--- src/rtl/slicer_pkg.sv ---
// Shared constants and helpers for the LLR hard-decision slicer.
package slicer_pkg;

  localparam int FRAME_COUNT_W   = 16;
  localparam int SINGLE_SIGN_BIT = 31;

  function automatic int sym_cnt_width(input int symbols);
    return (symbols > 1) ? $clog2(symbols) : 1;
  endfunction

endpackage

--- src/rtl/llr_sign_magnitude.sv ---
// One LLR lane: hard decision (strictly positive -> 1) and sign-cleared magnitude.
module llr_sign_magnitude #(
  parameter int BITS = 32
) (
  input  logic [BITS-1:0] word,
  output logic            decision,
  output logic [BITS-1:0] magnitude
);

  // +0 and -0 both decide 0: only a clear sign with a nonzero body counts as positive.
  assign decision  = ~word[BITS-1] & (|word[BITS-2:0]);
  assign magnitude = {1'b0, word[BITS-2:0]};

endmodule

--- src/rtl/stream_llr_slicer.sv ---
// Collects a frame of LLR symbols into a shadow register, then hands decisions,
// minimum magnitude and a frame count to a valid/ready output stage.
module stream_llr_slicer
  import slicer_pkg::*;
#(
  parameter int BITS            = 32,
  parameter     PRECISION       = "SINGLE",
  parameter int BITS_PER_SYMBOL = 2,
  parameter int SYMBOLS         = 17
) (
  input  logic                               clk,
  input  logic                               reset_n,
  input  logic                               in_valid,
  input  logic [BITS-1:0]                    LLR_D [BITS_PER_SYMBOL],
  output logic                               out_valid,
  input  logic                               out_ready,
  output logic [BITS_PER_SYMBOL*SYMBOLS-1:0] decisions,
  output logic [BITS-1:0]                    min_mag,
  output logic [FRAME_COUNT_W-1:0]           frame_count,
  output logic                               overflow
);

  localparam int                SYM_W    = sym_cnt_width(SYMBOLS);
  localparam int                DEC_W    = BITS_PER_SYMBOL * SYMBOLS;
  localparam logic [SYM_W-1:0]  LAST_SYM = SYM_W'(SYMBOLS - 1);

  generate
    if (PRECISION != "SINGLE" || BITS != SINGLE_SIGN_BIT + 1) begin : g_bad_precision
      $error("stream_llr_slicer: only SINGLE precision with 32-bit words is supported");
    end
  endgenerate

  logic [BITS_PER_SYMBOL-1:0] lane_dec;
  logic [BITS-1:0]            lane_mag [BITS_PER_SYMBOL];
  logic [BITS-1:0]            sym_min;
  logic [SYM_W-1:0]           sym_cnt;
  logic [DEC_W-1:0]           shadow_dec;
  logic [DEC_W-1:0]           shadow_dec_nxt;
  logic [BITS-1:0]            shadow_min;
  logic                       frame_done;

  generate
    for (genvar l = 0; l < BITS_PER_SYMBOL; l++) begin : g_lane
      llr_sign_magnitude #(.BITS(BITS)) u_lane (
        .word      (LLR_D[l]),
        .decision  (lane_dec[l]),
        .magnitude (lane_mag[l])
      );
    end
  endgenerate

  always_comb begin
    sym_min = lane_mag[0];
    for (int l = 1; l < BITS_PER_SYMBOL; l++) begin
      if (lane_mag[l] < sym_min) sym_min = lane_mag[l];
    end
  end

  always_comb begin
    shadow_dec_nxt = shadow_dec;
    for (int s = 0; s < SYMBOLS; s++) begin
      if (sym_cnt == SYM_W'(s)) shadow_dec_nxt[s*BITS_PER_SYMBOL +: BITS_PER_SYMBOL] = lane_dec;
    end
  end

  always_ff @(posedge clk) begin
    if (!reset_n) begin
      sym_cnt     <= '0;
      shadow_dec  <= '0;
      shadow_min  <= '0;
      frame_done  <= 1'b0;
      out_valid   <= 1'b0;
      decisions   <= '0;
      min_mag     <= '0;
      frame_count <= '0;
      overflow    <= 1'b0;
    end else begin
      overflow   <= 1'b0;
      frame_done <= in_valid && (sym_cnt == LAST_SYM);
      if (in_valid) begin
        shadow_dec <= shadow_dec_nxt;
        // Symbol 0 reseeds the minimum so the previous frame cannot leak in.
        shadow_min <= (sym_cnt == '0 || sym_min < shadow_min) ? sym_min : shadow_min;
        sym_cnt    <= (sym_cnt == LAST_SYM) ? '0 : sym_cnt + SYM_W'(1);
      end
      // Shadow is read one cycle after the last symbol; symbol 0 of the next
      // frame may land in the shadow on this same edge without corrupting it.
      if (frame_done) begin
        if (!out_valid || out_ready) begin
          out_valid   <= 1'b1;
          decisions   <= shadow_dec;
          min_mag     <= shadow_min;
          frame_count <= frame_count + FRAME_COUNT_W'(1);
        end else begin
          overflow <= 1'b1;
        end
      end else if (out_ready) begin
        out_valid <= 1'b0;
      end
    end
  end

endmodule

--- config.mk ---
export PLATFORM = sky130hd
export DESIGN_NAME = stream_llr_slicer
export DESIGN_NICKNAME = d
export VERILOG_FILES = /design/src/rtl/slicer_pkg.sv /design/src/rtl/llr_sign_magnitude.sv /design/src/rtl/stream_llr_slicer.sv
export SDC_FILE = /design/constraint.sdc
export NUM_CORES = 1
export LEC_CHECK = 0
export BUFFER_PORTS_ARGS = -buffer_cell sky130_fd_sc_hd__buf_2
export CAP_MARGIN = 20
export CORE_MARGIN = 2
export CORE_UTILIZATION = 40
export DETAILED_ROUTE_END_ITERATION = 10
export SYNTH_ARGS = -nofsm -noshare
export SYNTH_HDL_FRONTEND = slang
export SYNTH_SLANG_ARGS = --single-unit
--- constraint.sdc ---
create_clock -name clk -period 5 [get_ports clk]
set_input_delay 1 -clock clk [delete_from_list [all_inputs] [get_ports clk]]
set_output_delay 1 -clock clk [all_outputs]
set_load 0.005 [all_outputs]
==> impl_metrics.yaml, run 1 <==
global_routing:
  grt_pass1_vias: 6928
  grt_overflow: 0
  antenna_found_initial: 0
  grt_usage_pct: 20.91
  grt_pass1_wl_um: 35850
  grt_start_max_net_pins: 110
setup_path:
  r2r_cells: 11
  cp_max_fo: 18
  worstSetupEndpointType: "register"
  r2r_slack_ps: 2310
  cp_data_required_time_ps: 5310
  start_kind: "primary input"
  worstReg2RegEnd: "shadow_min[13]$_SDFFE_PN0P_"
  r2r_start: "shadow_min[19]$_SDFFE_PN0P_"
  crit_arrival_ps: 5160
  crit_type: "primary input to register"
min_path:
  whs_path_depth: 2
  min_to: "decisions[3]$_SDFFE_PN0P_"
  holdCritStartpoint: "shadow_dec[3]$_SDFFE_PN0P_"
  hp-class: "register to register"
clock_network:
  clock-sinks: 154
  cts_tree: "built"
  cts_hold_buf: 0
  clk_path_buf_depth: 2
  clock-root-buffer: "clkbuf_16"
  cts_buffers: 17
  clkTransAtPathRegs_ps: 70
  cts_max_level: 4
  clk_latency_ps: 430
run_status:
  status: "complete, no violations"
route:
  totalWireLength_um: 22230
  wl_per_cell_um: 15.49
  ant_nets: 0
  viasPerCell: 5.061
  drc: 0
  route.vias.total: 7262
  drt_first_iter_violations: 299
  drt_first_pass_iters: 5
timing:
  finalHoldViolations: 0
  drv_slew: 0
  timing.fmax_ghz: 0.2060
  setup_viol: 0
  finClkSkew_ps: 10.66
  fin_crit_ps: 4855
  worst_slew_pin_slew_ps: 723.7
  slew_headroom_pct: 51.76
  finalCritPeriodShare_pct: 97.09
cells_and_area:
  final_cell_mix: "nand2_1 (181), dfxtp_1 (154), buf_2 (150), a21oi_1 (116), buf_4 (82)"
  drive_above_1_share_pct: 30.85
  final_common_cell: "nand2_1"
  fin_nets: 1291
  num_antenna_cells: 0
  finalCoreUtilization_pct: 52.58
  area_growth_pct: 28.58
  fillers: 1859
die:
  num_io_pins: 152
  rows: 51
  start_util_pct: 40.89
  die_y_um: 145.3
  die_x_um: 145.3
  core_mm2: 0.01953
  die_area_mm2: 0.02111
power_and_ir_drop:
  p_sw_mw: 0.9680
  pwr-share-seq_pct: 38.5
  p_leak_nw: 4.404
  comb_power_share_pct: 20.7
  p_per_area_mw_per_mm2: 332.1
  clkPwrFrac_pct: 40.8
  p_total_mw: 3.410
  internal-power_mw: 2.442
  netSwitchingFraction_pct: 28.39
  ir_worst_vdd_mv: 0.2844
placement:
  hpwl_um: 16380
  port_buffers: 150
  routabilityCongestion: 0.8508
yosys:
  yosysUniqueCellTypes: 53
  syn-num-nets: 1086
  synth_edf_count: 0
  avgSynthCellArea_um2: 8.388
  synth_cells: 952
  ys_warn_count: 0
  synth_async_sr_flop_share_pct: 0
  syn_area_mm2: 0.007985
  ys.flop_type: "dfxtp_1"
  ys_ff_latch: 154
  ys_seq_area_share_pct: 38.61
flow_run:
  drv_cap: 0
## cell usage after synthesis (all sizes together) (2+ instances only)
cell type  count  area, um2
a211oi        32      395.4
a21o           9      67.56
a21oi        118      590.6
and2           2      12.51
and3           7      43.79
and4           4      35.03
buf           14      142.6
clkbuf        39      146.4
dfxtp        154       3083
ha            66      825.8
inv           67      251.5
mux2          31      349.1
mux2i         10      100.1
nand2        183      689.4
nand2b         5      31.28
nand3         14      70.07
nand4         18      112.6
nor2          51      191.4
nor2b          5      31.28
nor3          40      216.5
nor4          16      100.1
o21a           2      15.01
o21ai         32      160.1
or3            2      12.51
xnor2          3      26.28
xor2          12      105.1
## worst max-delay path by stage
| stage | from | endpoint |
|---|---|---|
| after floorplan | LLR_D[61] | shadow_min[10]$_SDFFE_PN0P_ |
| after global placement | LLR_D[29] | shadow_min[20]$_SDFFE_PN0P_ |
| after detailed placement | LLR_D[29] | shadow_min[25]$_SDFFE_PN0P_ |
| after CTS | LLR_D[29] | shadow_min[26]$_SDFFE_PN0P_ |
| after global routing | LLR_D[61] | shadow_min[13]$_SDFFE_PN0P_ |
| final | LLR_D[61] | shadow_min[20]$_SDFFE_PN0P_ |
## stage by stage
stage | worst slack (ps) | instances | setup TNS, ps | hold slack, ps | instance area, um2
final | 145.3 | 1435 | 0 | 447.5 | 10270
after global routing | -36.14 | 1435 | -597.9 | 462.8 | 10270
after CTS | 98.28 | 1433 | 0 | 454.1 | 10180
after detailed placement | -285.1 | 1401 | -7514 | 444.1 | 9543
after global placement | -260.2 | 1401 | -6935 | 439.4 | 9543
after floorplan | -24.13 | 952 | -633.3 | 428.4 | 8040
## timing repair
item | CTS | global route
setup buffers | 0 | 1
endpoints found under the setup margin | 0 | 31
resized for setup | 0 | 10
## cells by family (layout without fill, tap and decap cells)
kind of cell / count (synthesis) / after routing / share of synthesized area (%)
compound gates: 205 / 205 / 17.20
flops: 154 / 154 / 38.61
mux: 41 / 41 / 5.625
xor+xnor: 15 / 15 / 1.645
fa+ha+maj: 66 / 66 / 10.34
simple gates: 350 / 350 / 19.76
other cells: 1 / 1 / 0.04696
buf+inv: 120 / 338 / 6.769
## registers in the layout, indices dropped and copies added, names as in the netlist
register / flops
decisions: 34
min_mag: 31
overflow: 1
shadow_min: 31
frame_count: 16
out_valid: 1
shadow_dec: 34
frame_done: 1
sym_cnt: 5
## power groups by stage
stage | clock network [mW] | logic, mW | registers (mW)
floorplan | 0 | 0.463 | 1.33
global placement | 0 | 0.682 | 1.34
detailed placement | 0 | 0.686 | 1.34
CTS | 1.42 | 0.692 | 1.31
global route | 1.46 | 0.781 | 1.32
finish | 1.39 | 0.708 | 1.31
## routing by layer
| metal | vias to the layer above | global-route usage (%) | share of wire (%) |
|---|---|---|---|
| li1 | 3691 | - | - |
| met1 | 3379 | 27.82 | 47 |
| met2 | 163 | 34.05 | 47 |
| met3 | 29 | 4.182 | 4.4 |
| met4 | 0 | 6.765 | 2.0 |
| met5 | - | 0 | 0 |
## critical path, cell delays in order
cell and delay (ps):
buf_2 90, inv_1 40, ha_1 300, a21oi_1 150
nand2_1 70, a221o_1 340, a211o_1 280, a31oi_4 180
buf_12 180, mux2_2 370, ha_1 300, a21o_1 160
a21o_1 160, a21oi_1 220, o32ai_1 110, o31a_1 270
or3_1 400, buf_4 200, nor3_1 270, a211oi_2 80
## area by class of cell
| type | count | area (um2) | area share, % |
|---|---|---|---|
| multi-input cells | 678 | 4461 | 43.44 |
| flip-flops and latches | 154 | 3083 | 30.03 |
| repair buffers | 239 | 1500 | 14.61 |
| clock buffers | 19 | 452.9 | 4.411 |
| well taps | 265 | 331.6 | 3.229 |
| inverters | 67 | 254.0 | 2.474 |
| clock inverters | 13 | 185.2 | 1.804 |
Power figures use the tool's default switching activity.
==> run 2: changes to the inputs <==
--- a/config.mk
+++ b/config.mk
@@ -10,6 +10,8 @@
 export CORE_MARGIN = 2
 export CORE_UTILIZATION = 40
 export DETAILED_ROUTE_END_ITERATION = 10
+export RECOVER_POWER = 50
 export SYNTH_ARGS = -nofsm -noshare
 export SYNTH_HDL_FRONTEND = slang
 export SYNTH_SLANG_ARGS = --single-unit
+export TNS_END_PERCENT = 50
==> run 2 against run 1 <==
The flow now finishes with violations (max-capacitance violations, max-slew violations). Final cell count is the same. Die area unchanged. Flip-flop and latch count unchanged. Total power about the same. Critical endpoint unchanged. Largest power group unchanged. Highest routed layer unchanged.
==> impl_metrics.yaml, run 2 (synthesis results as in run 1) <==
run_status:
  status: "complete, but fails checks"
  violations: "max-capacitance violations, max-slew violations"
global_routing:
  grt_use_met1_pct: 27.82
  grt_usage_pct: 20.91
  grtUsageMet3_pct: 4.182
  grt_start_max_net_pins: 110
  grt_overflow: 0
  use_met2_pct: 34.05
  antenna_found_initial: 0
  grt_pass1_vias: 6928
  grt_pass1_wl_um: 35850
  top_usage_layer: "met2"
die:
  core_mm2: 0.01953
  num_io_pins: 152
  die_x_um: 145.3
  start_util_pct: 40.89
  die_y_um: 145.3
  rows: 51
  die_area_mm2: 0.02111
cells_and_area:
  area_growth_pct: 27.75
  drive_above_1_share_pct: 26.58
  final_cell_mix: "nand2_1 (181), dfxtp_1 (154), a21oi_1 (116), buf_2 (102), buf_4 (81)"
  num_antenna_cells: 0
  final_common_cell: "nand2_1"
  top_regs: "decisions (34), shadow_dec (34)"
  fillers: 1883
  finalCoreUtilization_pct: 52.24
  multiInputGateArea_mm2: 0.004459
  regArea_mm2: 0.003083
  fin_nets: 1291
power_and_ir_drop:
  p_per_area_mw_per_mm2: 334.1
  p_total_mw: 3.408
  p_leak_nw: 4.182
  ir_worst_vdd_mv: 0.2854
timing:
  worst_slew_pin_slew_ps: 2993
  finalHoldViolations: 0
  drv_slew: 66
  finClkSkew_ps: 11.77
  tns_ps: 0
  setup_viol: 0
  timing.fmax_ghz: 0.2059
  slew_headroom_pct: -99.53
  fin_crit_ps: 4857
  finalCritPeriodShare_pct: 97.14
setup_path:
  cp_max_fo: 18
  worstSetupEndpointType: "register"
  crit_path_max_incr_delay_ps: 390
  crit_type: "primary input to register"
  crit_buf_inv: 4
  start_kind: "primary input"
  cp_data_required_time_ps: 5310
  cpLargestDelayFamily: "compound AO/OA/AOI/OAI gates"
  cp_cell_sequence: "buf_2, inv_1, ha_1, a21oi_1, nand2_1, a221o_1, a211o_1, a31oi_4, buf_12, mux2_2, ha_1, a21o_1, a21o_1, a21oi_1, o32ai_1, o31a_1, or3_1, buf_4, nor3_1, a211oi_2"
  cp_slowest_cell: "or3_1"
  crit_arrival_ps: 5170
min_path:
  hp-class: "register to register"
clock_network:
  cts_tree: "built"
  cts_max_level: 4
  clock-root-buffer: "clkbuf_16"
  clk_path_buf_depth: 2
  clkTransAtPathRegs_ps: 70
  clk_latency_ps: 430
  clock-sinks: 154
  cts_buffers: 17
route:
  ant_nets: 0
  viasPerCell: 5.063
  route.vias.total: 7266
  totalWireLength_um: 22230
  wl_per_cell_um: 15.49
  drc: 0
  drt_first_pass_iters: 4
  drt_first_iter_violations: 345
flow_run:
  drv_cap: 1
placement:
  port_buffers: 150
  hpwl_um: 16380
  routabilityCongestion: 0.8508
==> run 2: cell count changes in the layout (fill, tap and decap cells not counted) <==
cell	previous run	this run
and2_0	0	2
and2_1	1	0
and2_2	1	0
buf_2	150	102
buf_4	82	81
clkbuf_1	0	49
clkinvlp_2	0	1
inv_4	1	0
==> run 2: per-stage QoR <==
| stage | cells | setup slack [ps] | hold slack (ps) | area, um2 |
|---|---|---|---|---|
| floorplan | 952 | -24.13 | 428.4 | 8040 |
| global placement | 1401 | -260.2 | 439.4 | 9543 |
| detailed placement | 1401 | -285.1 | 444.1 | 9543 |
| CTS | 1433 | 98.28 | 454.1 | 10180 |
| global route | 1435 | -36.14 | 462.8 | 10200 |
| finish | 1435 | 143.1 | 446.1 | 10200 |
==> run 2: final timing paths <==
kind,start,endpoint,slack [ps],depth (start not counted)
min,shadow_dec[3]$_SDFFE_PN0P_,decisions[3]$_SDFFE_PN0P_,450,2
max,LLR_D[61],shadow_min[20]$_SDFFE_PN0P_,140,20
min reg2reg,shadow_dec[3]$_SDFFE_PN0P_,decisions[3]$_SDFFE_PN0P_,450,2
max reg2reg,out_valid$_SDFFE_PN0P_,min_mag[17]$_SDFFE_PN0P_,1380,5
==> run 2: what timing repair did <==
action / in CTS / in global routing
hold buffers: 0 / 0
resized for setup: 0 / 10
buffers inserted: 0 / 1
endpoints found under the setup margin: 0 / 31
==> run 2: where the power goes <==
group / leakage, nW / total, mW / internal [mW] / switching, mW
Combinational: 2.62 / 0.707 / 0.334 / 0.373
Clock: 0.311 / 1.39 / 0.828 / 0.561
Sequential: 1.25 / 1.31 / 1.28 / 0.0319
Total: 4.18 / 3.41 / 2.44 / 0.966
==> run 2: layout make-up <==
type,count,share of cell area (%)
clock buffers,19,4.440
clock inverters,13,1.815
inverters,67,2.478
multi-input cells,678,43.71
flip-flops and latches,154,30.22
well taps,265,3.250
repair buffers,239,14.08
==> run 2: metal layers <==
layer / wire length [um] / vias up
li1: - / 3697
met1: 10430 / 3382
met2: 10380 / 160
met3: 1014 / 27
met4: 399 / 0
met5: 0 / -
==> run 2: worst reg2reg max path, delay by kind of cell, from the launching register on <==
family / cells / cell delay (ps)
buffers and inverters: 1 / 2140
AO/OA/AOI/OAI: 1 / 240
AND/OR/NAND/NOR: 3 / 860
flip-flops: 1 / 320
==> run 3: changes to the inputs <==
--- a/config.mk
+++ b/config.mk
@@ -5,11 +5,12 @@
 export SDC_FILE = /design/constraint.sdc
 export NUM_CORES = 1
 export LEC_CHECK = 0
-export BUFFER_PORTS_ARGS = -buffer_cell sky130_fd_sc_hd__buf_2
+export ABC_CLOCK_PERIOD_IN_PS = 5000
 export CAP_MARGIN = 20
 export CORE_MARGIN = 2
 export CORE_UTILIZATION = 40
 export DETAILED_ROUTE_END_ITERATION = 10
+export DONT_BUFFER_PORTS = 1
 export RECOVER_POWER = 50
 export SYNTH_ARGS = -nofsm -noshare
 export SYNTH_HDL_FRONTEND = slang
==> run 3 against run 2 <==
The run now ends clean. Design area down 9.6%. Flip-flop and latch count did not move. Clock power down 6%. Final cell count fell by 13%. Clock skew up 7.8 ps. Global-route usage fell by 0.72 points. Combinational power fell by 5.9%. Maximum frequency rose by 1.9%. Sequential power is essentially flat. Largest cell class unchanged.
==> impl_metrics.yaml, run 3 (synthesis results as in run 1) <==
clock_network:
  cts_buffers: 17
  cts_tree: "built"
  clock-root-buffer: "clkbuf_16"
  clkTransAtPathRegs_ps: 80
  clock-sinks: 154
  clk_latency_ps: 440
  clk_path_buf_depth: 2
  cts_hold_buf: 0
  cts_max_level: 4
global_routing:
  grt_usage_pct: 20.19
  antenna_found_initial: 0
  grt_pass1_vias: 6336
  grt_start_max_net_pins: 81
  grt_overflow: 0
  grt_pass1_wl_um: 34240
setup_path:
  crit_arrival_ps: 5050
  cp-startpoint: "LLR_D[61]"
  worstSetupEndpointType: "register"
  r2r_cells: 12
  worstReg2RegEnd: "shadow_min[25]$_SDFFE_PN0P_"
  cp_data_required_time_ps: 5290
  r2r_start: "shadow_min[5]$_SDFFE_PN0P_"
  start_kind: "primary input"
  cp_max_fo: 10
  crit_type: "primary input to register"
  r2r_slack_ps: 2280
timing:
  drv_slew: 0
  worst_slew_pin_slew_ps: 1365
  finClkSkew_ps: 19.53
  finalWorstSetupSlack_ps: 232.5
  fin_crit_ps: 4767
  timing.fmax_ghz: 0.2098
  finalHoldViolations: 0
  setup_viol: 0
  grt_setup_unrepaired: "no"
  finalCritPeriodShare_pct: 95.35
  slew_headroom_pct: 8.967
die:
  die_area_mm2: 0.02111
  rows: 51
  die_x_um: 145.3
  num_io_pins: 152
  core_mm2: 0.01953
  die_y_um: 145.3
  start_util_pct: 40.89
route:
  viasPerCell: 5.340
  totalWireLength_um: 22040
  drt_first_iter_violations: 310
  drc: 0
  drt_first_pass_iters: 5
  route.vias.total: 6637
  ant_nets: 0
  wl_per_cell_um: 17.73
cells_and_area:
  top_regs: "decisions (34), shadow_dec (34)"
  fin_nets: 1099
  regArea_mm2: 0.003083
  num_antenna_cells: 0
  fillers: 1916
  multiInputGateArea_mm2: 0.004477
  final_common_cell: "nand2_1"
  fin_cells: 1243
  final_cell_mix: "nand2_1 (181), dfxtp_1 (154), a21oi_1 (117), inv_1 (66), ha_1 (66)"
  drive_above_1_share_pct: 17.18
  area_growth_pct: 15.48
run_status:
  status: "complete, no violations"
min_path:
  whs_path_depth: 2
  hp-class: "register to register"
  min_to: "decisions[27]$_SDFFE_PN0P_"
  holdCritStartpoint: "shadow_dec[27]$_SDFFE_PN0P_"
placement:
  routabilityCongestion: 0.8836
  post-place-cells: 1199
  port_buffers: 0
  place_ws_ps: -270.2
  hpwl_um: 15290
power_and_ir_drop:
  ir_worst_vdd_mv: 0.1944
  p_total_mw: 3.289
  p_leak_nw: 3.467
  p_per_area_mw_per_mm2: 356.7
flow_run:
  drv_cap: 0
run 3: cell count changes in the layout (fill, tap and decap cells not counted), sizes merged:
cell	before	now
buf	190	44
clkbuf	68	19
inv	70	75
bufinv	3	0
clkinv	5	6
clkinvlp	2	1
or2b	1	2
run 3: worst max-delay path by stage:
stage                             endpoint  cells after the start
2_1_floorplan  shadow_min[10]$_SDFFE_PN0P_                     20
3_3_place_gp   shadow_min[29]$_SDFFE_PN0P_                     19
3_5_place_dp   shadow_min[28]$_SDFFE_PN0P_                     18
4_1_cts        shadow_min[28]$_SDFFE_PN0P_                     18
5_1_grt        shadow_min[25]$_SDFFE_PN0P_                     19
6_report       shadow_min[25]$_SDFFE_PN0P_                     19
run 3: what timing repair did:
item,CTS,global route
endpoints found under the setup margin,0,31
buffers inserted,0,9
gates resized for setup,0,13
hold endpoints to repair,0,0
run 3: area by class of cell:
class / instances / share of cell area (%)
multi-input cells: 679 / 48.55
flip-flops and latches: 154 / 33.43
repair buffers: 46 / 5.020
clock buffers: 17 / 4.613
well taps: 265 / 3.596
inverters: 67 / 2.754
clock inverters: 15 / 2.035
run 3: stage by stage:
stage	setup TNS (ps)	util, %	instance area (um2)	hold slack (ps)
3_3_place_gp	-6495	42.96	8389	439.9
3_5_place_dp	-7615	42.96	8389	444.5
4_1_cts	0	46.10	9002	457.5
5_1_grt	0	47.23	9221	477.5
2_1_floorplan	-633.3	-	8040	428.4
6_report	0	47.23	9221	450.2
run 3: layer usage:
layer  vias up  track usage (%)  part of all wire [%]
li1       3312                -                     -
met1      3114            26.58                    45
met2       173            31.35                    46
met3        38            6.195                   6.8
met4         0            7.059                   2.3
met5         -                0                     0
run 3: report_power, final:
| part | switching [mW] | internal [mW] | total [mW] | leakage, nW |
|---|---|---|---|---|
| Sequential | 0.0336 | 1.28 | 1.31 | 1.25 |
| Clock | 0.629 | 0.682 | 1.31 | 0.295 |
| Combinational | 0.349 | 0.315 | 0.665 | 1.92 |
run 3: critical path: stages:
cell and delay [ps]:
inv_1 20, ha_1 300, a21oi_1 150, nand2_1 70, a221o_1 340, a211o_1 300, a31oi_4 220, buf_12 170
mux2_2 360, ha_1 300, a21o_1 160, a21o_1 180, a21oi_2 180, o32ai_1 100, o31a_1 270, or3_1 420
buf_4 210, nor3_1 230, a211oi_2 70
